===== src/rtl/circuit_sweep_ctrl_if.sv =====
// Result stream from the sweep sequencer to its consumer: valid/ready handshake
// carrying the vector index and the four sampled network outputs.
interface circuit_sweep_ctrl_if;
    logic       res_valid;
    logic       res_ready;
    logic [3:0] res_index;
    logic [3:0] res_data;

    modport master (
        output res_valid,
        output res_index,
        output res_data,
        input  res_ready
    );

    modport slave (
        input  res_valid,
        input  res_index,
        input  res_data,
        output res_ready
    );
endinterface


===== src/rtl/circuit_sweep_ctrl.sv =====
// Sweeps {s2,s1,s0,i} of the 4-output gate network from VEC_FIRST to VEC_LAST and
// streams each settled sample out. Define CIRCUIT_SWEEP_CHECK_EN for the golden-model checker.
module circuit_sweep_ctrl #(
    parameter int unsigned SETTLE    = 2,
    parameter int unsigned VEC_FIRST = 0,
    parameter int unsigned VEC_LAST  = 15
) (
    input  logic                 clk,
    input  logic                 rst,
    input  logic                 start_i,
    input  logic                 abort_i,
    output logic                 busy_o,
    output logic                 done_o,
    output logic [2:0]           sel_o,
    output logic                 i_drv_o,
    circuit_sweep_ctrl_if.master res,
    input  logic [3:0]           y_in_i
`ifdef CIRCUIT_SWEEP_CHECK_EN
    ,
    output logic                 mismatch_o,
    output logic [4:0]           err_count_o
`endif
);

    localparam logic [3:0] VEC_FIRST_C = VEC_FIRST[3:0];
    localparam logic [3:0] VEC_LAST_C  = VEC_LAST[3:0];
    localparam logic [3:0] RELOAD_C    = 4'(SETTLE - 1);

    typedef enum logic [1:0] {
        S_IDLE,
        S_SETTLE,
        S_EMIT,
        S_DONE
    } state_t;

    state_t     state_q, state_d;
    logic [3:0] vec_q,   vec_d;
    logic [3:0] cnt_q,   cnt_d;
    logic       valid_q, valid_d;
    logic [3:0] index_q, index_d;
    logic [3:0] data_q,  data_d;
    logic       handshake;

`ifdef CIRCUIT_SWEEP_CHECK_EN
    logic       mismatch_q, mismatch_d;
    logic [4:0] err_q,      err_d;

    // Reference behaviour of the network; v = {s2,s1,s0,i}, result = {y4,y3,y2,y}.
    function automatic logic [3:0] golden(input logic [3:0] v);
        logic s2, s1, s0, i;
        logic y, y2, y3, y4;
        {s2, s1, s0, i} = v;
        y  = (~s2 & s1 & ~s0 & ~i) | (s2 & ~s1 & s0 & i);
        y2 = (~s2 & ~s0 & i) | (~s1 & i) | s2 | s1 | s0;
        y3 = (~s2 & s1 & s0 & i) | (s2 & ~s1 & i);
        y4 = (~s2 & ~s1 & s0) | (~s2 & s1 & ~s0) | (~s2 & ~s0 & i);
        return {y4, y3, y2, y};
    endfunction
`endif

    assign handshake = valid_q & res.res_ready;

    // NOTE: every _d is given its hold value first, so no path through this block
    // leaves a signal unassigned and no latch can be inferred.
    always_comb begin
        state_d = state_q;
        vec_d   = vec_q;
        cnt_d   = cnt_q;
        valid_d = valid_q;
        index_d = index_q;
        data_d  = data_q;
`ifdef CIRCUIT_SWEEP_CHECK_EN
        mismatch_d = mismatch_q;
        err_d      = err_q;
`endif

        unique case (state_q)
            S_IDLE: begin
                if (start_i && !abort_i) begin
                    state_d = S_SETTLE;
                    vec_d   = VEC_FIRST_C;
                    cnt_d   = RELOAD_C;
`ifdef CIRCUIT_SWEEP_CHECK_EN
                    mismatch_d = 1'b0;
                    err_d      = '0;
`endif
                end
            end

            S_SETTLE: begin
                if (cnt_q == 4'd0) begin
                    state_d = S_EMIT;
                    valid_d = 1'b1;
                    index_d = vec_q;
                    data_d  = y_in_i;
`ifdef CIRCUIT_SWEEP_CHECK_EN
                    mismatch_d = (y_in_i != golden(vec_q));
                    if ((y_in_i != golden(vec_q)) && (err_q != 5'd31)) begin
                        err_d = err_q + 5'd1;
                    end
`endif
                end else begin
                    cnt_d = cnt_q - 4'd1;
                end
            end

            S_EMIT: begin
                if (handshake) begin
                    valid_d = 1'b0;
`ifdef CIRCUIT_SWEEP_CHECK_EN
                    mismatch_d = 1'b0;
`endif
                    if (index_q == VEC_LAST_C) begin
                        state_d = S_DONE;
                    end else begin
                        state_d = S_SETTLE;
                        vec_d   = index_q + 4'd1;
                        cnt_d   = RELOAD_C;
                    end
                end
            end

            S_DONE: begin
                state_d = S_IDLE;
            end

            default: begin
                state_d = S_IDLE;
            end
        endcase

        // Abort overrides anything decided above, including a same-cycle handshake.
        if (abort_i && (state_q != S_IDLE)) begin
            state_d = S_IDLE;
            valid_d = 1'b0;
            vec_d   = vec_q;
            cnt_d   = cnt_q;
`ifdef CIRCUIT_SWEEP_CHECK_EN
            mismatch_d = 1'b0;
`endif
        end
    end

    // NOTE: state registers use non-blocking assignments so every flop samples the
    // pre-edge values regardless of statement order.
    always_ff @(posedge clk) begin
        if (rst) begin
            state_q <= S_IDLE;
            vec_q   <= '0;
            cnt_q   <= '0;
            valid_q <= 1'b0;
            index_q <= '0;
            data_q  <= '0;
`ifdef CIRCUIT_SWEEP_CHECK_EN
            mismatch_q <= 1'b0;
            err_q      <= '0;
`endif
        end else begin
            state_q <= state_d;
            vec_q   <= vec_d;
            cnt_q   <= cnt_d;
            valid_q <= valid_d;
            index_q <= index_d;
            data_q  <= data_d;
`ifdef CIRCUIT_SWEEP_CHECK_EN
            mismatch_q <= mismatch_d;
            err_q      <= err_d;
`endif
        end
    end

    assign busy_o        = (state_q != S_IDLE);
    assign done_o        = (state_q == S_DONE);
    assign sel_o         = vec_q[3:1];
    assign i_drv_o       = vec_q[0];
    assign res.res_valid = valid_q;
    assign res.res_index = index_q;
    assign res.res_data  = data_q;

`ifdef CIRCUIT_SWEEP_CHECK_EN
    assign mismatch_o  = mismatch_q;
    assign err_count_o = err_q;
`endif

endmodule


===== src/flat_wrapper.sv =====
// flat-port wrapper written by rule: the top's interface ports become plain ports
module circuit_sweep_ctrl_flat 
#(
    parameter int unsigned SETTLE    = 2,
    parameter int unsigned VEC_FIRST = 0,
    parameter int unsigned VEC_LAST  = 15
)
  (clk, rst, start_i, abort_i, busy_o, done_o, sel_o, i_drv_o, y_in_i, res_res_valid, res_res_index, res_res_data, res_res_ready);
  circuit_sweep_ctrl_if res_i ();
  input  logic clk;
  input  logic rst;
  input  logic start_i;
  input  logic abort_i;
  output logic busy_o;
  output logic done_o;
  output logic [2:0] sel_o;
  output logic i_drv_o;
  input  logic [3:0] y_in_i;
  output wire logic [$bits(res_i.res_valid)-1:0] res_res_valid;
  output wire logic [$bits(res_i.res_index)-1:0] res_res_index;
  output wire logic [$bits(res_i.res_data)-1:0] res_res_data;
  input wire logic [$bits(res_i.res_ready)-1:0] res_res_ready;
  assign res_res_valid = res_i.res_valid;
  assign res_res_index = res_i.res_index;
  assign res_res_data = res_i.res_data;
  assign res_i.res_ready = res_res_ready;
  circuit_sweep_ctrl #(.SETTLE(SETTLE), .VEC_FIRST(VEC_FIRST), .VEC_LAST(VEC_LAST)) u_core (.clk(clk), .rst(rst), .start_i(start_i), .abort_i(abort_i), .busy_o(busy_o), .done_o(done_o), .sel_o(sel_o), .i_drv_o(i_drv_o), .res(res_i), .y_in_i(y_in_i));
endmodule

===== config.mk =====
export PLATFORM = sky130hd
export DESIGN_NAME = circuit_sweep_ctrl_flat
export DESIGN_NICKNAME = d
export VERILOG_FILES = /design/src/rtl/circuit_sweep_ctrl_if.sv /design/src/rtl/circuit_sweep_ctrl.sv /design/src/flat_wrapper.sv
export SDC_FILE = /design/constraint.sdc
export NUM_CORES = 1
export LEC_CHECK = 0
export CAP_MARGIN = 0
export CORE_MARGIN = 4
export CORE_UTILIZATION = 52
export DETAILED_ROUTE_END_ITERATION = 8
export GPL_ROUTABILITY_DRIVEN = 0
export GPL_TIMING_DRIVEN = 0
export HOLD_SLACK_MARGIN = 0.08
export PLACE_DENSITY = 0.9
export SYNTH_ARGS = -nofsm -noshare
export SYNTH_HDL_FRONTEND = slang
export SYNTH_SLANG_ARGS = --single-unit

===== constraint.sdc =====
create_clock -name clk -period 4.2 [get_ports clk]
set_input_delay 0.84 -clock clk [delete_from_list [all_inputs] [get_ports clk]]
set_output_delay 0.84 -clock clk [all_outputs]
set_load 0.1 [all_outputs]

==> results of run 1 <==
[area by class of cell]
class / count / area (µm²)
multi-input cells: 92 / 591.8
fillers: 144 / 490.5
flip-flops and latches: 19 / 380.4
repair buffers: 22 / 220.2
inverters: 9 / 33.78
well taps: 25 / 31.28
plain buffers: 5 / 27.53
clock buffers: 4 / 26.28
[worst min path at each step]
stage	startpoint	slack, ps	endpoint
after floorplan	u_core.state_q[0]	490	u_core.state_q[1]
after global placement	u_core.res.res_data[3]	440	u_core.res.res_data[3]
after detailed placement	u_core.res.res_data[3]	450	u_core.res.res_data[3]
after CTS	u_core.res.res_data[3]	470	u_core.res.res_data[3]
after global routing	u_core.vec_q[1]	500	u_core.res.res_index[1]
final	u_core.res.res_data[3]	460	u_core.res.res_data[3]
[where the power goes]
part / switching (µW) / internal (µW) / total (µW)
combinational: 282 / 127 / 410
sequential: 26.8 / 208 / 235
clock: 55.3 / 37.2 / 92.4
[cells in the final DEF (no fill, tap or decap), types with 2 or more instances in the layout]
| cell type | count |
|---|---|
| ha_1 | 8 |
| clkbuf_4 | 3 |
| a21oi_1 | 17 |
| inv_1 | 9 |
| o21ai_0 | 5 |
| dfxtp_1 | 19 |
| nor2b_1 | 3 |
| clkdlybuf4s50_1 | 22 |
| nand3_1 | 5 |
| or4_1 | 2 |
| nor2_1 | 4 |
| clkbuf_1 | 3 |
| nand4_1 | 5 |
| nand2_1 | 20 |
[registers in the layout, indices dropped and copies added, names as in the netlist]
| name | cells |
|---|---|
| u_core.res.res_index | 4 |
| u_core.cnt_q | 4 |
| u_core.res.res_valid | 1 |
| u_core.state_q | 2 |
| u_core.vec_q | 4 |
| u_core.res.res_data | 4 |
[logic make-up (layout without fill, tap and decap cells)]
kind of cell	after synthesis	in the layout
XOR/XNOR	2	2
adder cells (fa/ha/maj)	8	8
AO/OA/AOI/OAI	36	36
AND/OR/NAND/NOR	46	46
flip-flops	19	19
buffers and inverters	14	40
[per-stage QoR]
step / setup WS (ps) / std cells
floorplan: 1955 / 125
global placement: 1381 / 172
detailed placement: 1350 / 172
CTS: 1010 / 176
global route: 907.9 / 176
finish: 1011 / 176
[metal layers]
metal | global-route usage [%] | vias up | wire length, µm
met5 | 0 | - | 0
met4 | 10.21 | 0 | 55
met3 | 6.553 | 6 | 109
met2 | 34.50 | 27 | 1207
met1 | 23.04 | 459 | 981
li1 | - | 500 | -
[worst max-delay path: stages (launching register included)]
cell	delay [ps]
dfxtp_1	410
inv_1	100
ha_1	260
inv_1	120
clkdlybuf4s50_1	1140
==> reports/metrics.yaml, run 1 <==
critPathLaunch: "u_core.state_q[0]"
syn_inst: 125
nets: 169
yosys.area_share.simple_pct: 23.24
cts_buffers: 3
post-route-period-util_pct: 75.92
synthAdderAreaFrac_pct: 9.685
rrSetupSlack_ps: 2150
cts_resized: 0
dieWidth_um: 52.58
cp.required_ps: 3360
grt_usage_pct: 20.53
timing.rr.end: "u_core.cnt_q[2]"
cts_buffer_depth: 2
syn_area_um2: 1033
clock_skew_ps: 4.792
dpl_cell_area_um2: 1285
synth_top_area_share_pct: 36.80
ff2ff_path_depth: 8
via_count: 992
synthMuxAreaShare_pct: 0
synthTopCellsByArea: "dfxtp_1 (37%), ha_1 (9.7%), a21oi_1 (8.2%), nand2_1 (7.3%), inv_1 (3.3%)"
first_pass_iters: 6
final-setup-viol-count: 0
first_global_vias: 913
ios: 24
endpoint: "busy_o"
seq_area_frac_synth_pct: 36.80
path_clk_slew_ps: 100
leakage_uw: 0.0004944
grt_overflow: 0
arrival_ps: 2350
drtAntennaViolNets: 0
finalPower_uw: 737.1
path_max_fanout: 5
peakVddDrop_uv: 340.6
rows: 15
period_minus_slack_ps: 3189
antenna_found_initial: 0
synth_area_leader_cell: "dfxtp_1"
die-area_um2: 2765
stdcell_area_um2: 1311
postLayoutCoreUtil_pct: 72.78
grt_pass1_wl_um: 4057
wl_per_cell_um: 13.38
h-tree-depth: 1
drcViolationCount: 0
postRouteWirelength_um: 2354
max_slew.worst_pin.slew_ps: 982.3
netlist_top_cells_count: "nand2_1 (20), dfxtp_1 (19), a21oi_1 (17)"
clkLatencyLatePin_ps: 310
clock-root-buffer: "clkbuf_4"
grt_max_degree: 11
setup_tns_ps: 0
syn_area_per_cell_um2: 8.268
hold_violations: 0
port_buffers: 22
startpoint_type: "register"
outcome: "finished clean"
synth-xor-area-share_pct: 1.695
rsz0062_at_grt: "no"
core_um2: 1802
place_hpwl_um: 1850
synth_top_family_by_area: "simple AND/OR/NAND/NOR gates"
endpoint_kind: "primary output"
drt_iter0_drc: 18
synth_warnings: 0
post_cts_buffers: 0
synth-async-reset-ratio_pct: 0
cap_violations: 0
syn_nets: 142
synth_compound_area_share_pct: 22.64
n_antenna_cell: 0
hold-worst-slack_ps: 464.2
drive_gt1_share_pct: 7.285
ys_seq_elements: 19
cts_hold_buffers: 0
cts_tree: "built"
power.density_nw_per_um2: 562.1
start_util_pct: 57.36
crit_type: "register to primary output"
slew_headroom_pct: 34.31
viasPerCell: 5.636
areaGrowthSynthToFinish_pct: 26.88
synth.most_common_cell: "nand2_1"
r2r_start: "u_core.state_q[1]"
worstHoldPathCells: 2
die_y_um: 52.58
synth_edf_count: 0
clock-sinks: 19
slew_violations: 0
max_freq_ghz: 0.3136
ys.flop_type: "dfxtp_1"
hold_path.class: "register to register"
synthDistinctLibCells: 38
(Power assumes the default switching activity.)
==> inputs of run 2 (changes only) <==
- CORE_UTILIZATION: 52 -> 48
- PLACE_DENSITY: 0.9 -> 0.84
- clock period: 4.2 -> 3.2 ns (I/O delays scaled with it)
==> reports/metrics.yaml, run 2 (synthesis gave the netlist of run 1 again) <==
outcome: "finished clean"
crit_type: "register to primary output"
via_count: 1007  # +1.5%
hold_path.class: "register to register"
clkLatencyLatePin_ps: 310  # about the same
path_max_fanout: 5  # unchanged
h-tree-depth: 1  # unchanged
first_global_vias: 972  # +6.5%
slew_violations: 0  # unchanged
clock-root-buffer: "clkbuf_4"
startpoint_type: "register"
wl_per_cell_um: 13.78  # +3.0%
place_hpwl_um: 1931  # +4.4%
period_minus_slack_ps: 3035
first_pass_iters: 4  # -2
die-area_um2: 2959  # +7.0%
max_freq_ghz: 0.3295
critPathSlowestCell: "clkdlybuf4s50_1"
drtAntennaViolNets: 0  # unchanged
antenna_found_initial: 0  # unchanged
cts_hold_buffers: 0  # unchanged
cp_num_buf_inv: 3  # unchanged
clock-sinks: 19  # unchanged
arrival_ps: 2390  # +40 ps
dieWidth_um: 54.40  # +3.5%
areaGrowthSynthToFinish_pct: 27.24
multi_input_area_um2: 591.8  # unchanged
drive_gt1_share_pct: 7.947  # +0.66 points
cts_buffer_depth: 2  # unchanged
final_common_cell: "clkdlybuf4s50_1"
cp.required_ps: 2560  # -800 ps
start_util_pct: 51.62  # -5.7 points
core_um2: 2002  # +11%
crit_top_cell: "inv_1"
slew_headroom_pct: 34.79  # +0.48 points
leakage_uw: 0.0004972  # +0.55%
setup_tns_ps: 0  # unchanged
clock_skew_ps: 17.28  # +12.49 ps
n_antenna_cell: 0  # unchanged
grt_pass1_wl_um: 4229  # +4.2%
critical-path-top-delay-family: "buffers and inverters"
endpoint_kind: "primary output"
viasPerCell: 5.657  # +0.37%
drcViolationCount: 0  # unchanged
crit_path_cell_trace: "inv_1, ha_1, inv_1, clkdlybuf4s50_1"
hold_violations: 0  # unchanged
rsz0062_at_grt: "no"
cap_violations: 0  # unchanged
mostFrequentLayoutCells: "clkdlybuf4s50_1 (22), nand2_1 (20), dfxtp_1 (19)"
drt_iter0_drc: 22  # +4
cts_resized: 0  # unchanged
nets: 169  # unchanged
n_fill_cell: 176  # +22%
slowest_delay_ps: 1150  # about the same
grt_overflow: 0  # unchanged
peakVddDrop_uv: 514.8  # +51%
ios: 24  # unchanged
cts_tree: "built"
max_slew.worst_pin.slew_ps: 975.1  # -7.203 ps
final-setup-viol-count: 0  # unchanged
die_y_um: 54.40  # +3.5%
power.density_nw_per_um2: 741.7  # +32%
post_cts_buffers: 0  # unchanged
postRouteWirelength_um: 2452  # +4.2%
port_buffers: 22  # unchanged
grt_max_degree: 12  # +1
path_clk_slew_ps: 120  # +20 ps
grt_usage_pct: 19.49  # -1.0 points
regArea_um2: 380.4  # unchanged
rows: 16  # +1
post-route-period-util_pct: 94.83
cts_buffers: 3  # unchanged
finalPower_uw: 975.3  # +32%
run 2: where the power goes:
part           switching (µW)  total (µW)  leakage, µW  internal (µW)
Sequential               35.6         309     0.000154            273
Combinational             376         543     0.000325            167
Clock                    76.8         123    0.0000177           46.6
Total                     488         975     0.000497            487
run 2: final cells by class:
cell class,count,area share [%]
timing repair buffer,22,16.75
sequential,19,28.92
tap,27,2.569
buffer,5,2.093
clock inverter,1,0.3806
multi-input combinational,92,45.00
clock buffer,3,1.713
inverter,9,2.569
run 2: through the flow:
stage | worst slack, ps | hold slack [ps] | instance area, µm² | std cells | utilization, %
after global routing | 75.65 | 487.1 | 1315 | 178 | 65.69
after floorplan | 954.5 | 490.7 | 1033 | 125 | -
final | 165.5 | 462.0 | 1315 | 178 | 65.69
after global placement | 576.7 | 442.9 | 1287 | 174 | 64.31
after detailed placement | 504.6 | 451.4 | 1287 | 174 | 64.31
after CTS | 167.8 | 465.8 | 1315 | 178 | 65.69
run 2: worst min-delay path: cells and delay by family, from the launching register on:
family | cells | cell delay, ps
AOI/OAI and AO/OA | 1 | 50
DFF | 1 | 340
and+or+nand+nor | 1 | 60
run 2: per-layer routing:
metal	routed length [µm]	track usage, %	share of wire, %
met1	1042	22.09	42
met2	1324	36.06	54
met3	85	5.995	3.5
met4	0	2.905	0
met5	0	0	0
run 2: worst paths after layout:
kind	depth (start not counted)	slack [ps]	end	from
worst max register to register	8	1080	u_core.cnt_q[2]	u_core.state_q[1]
worst max-delay path	4	170	busy_o	u_core.state_q[1]
worst min-delay path	2	460	u_core.res.res_index[2]	u_core.vec_q[2]
worst min register to register	2	460	u_core.res.res_index[2]	u_core.vec_q[2]
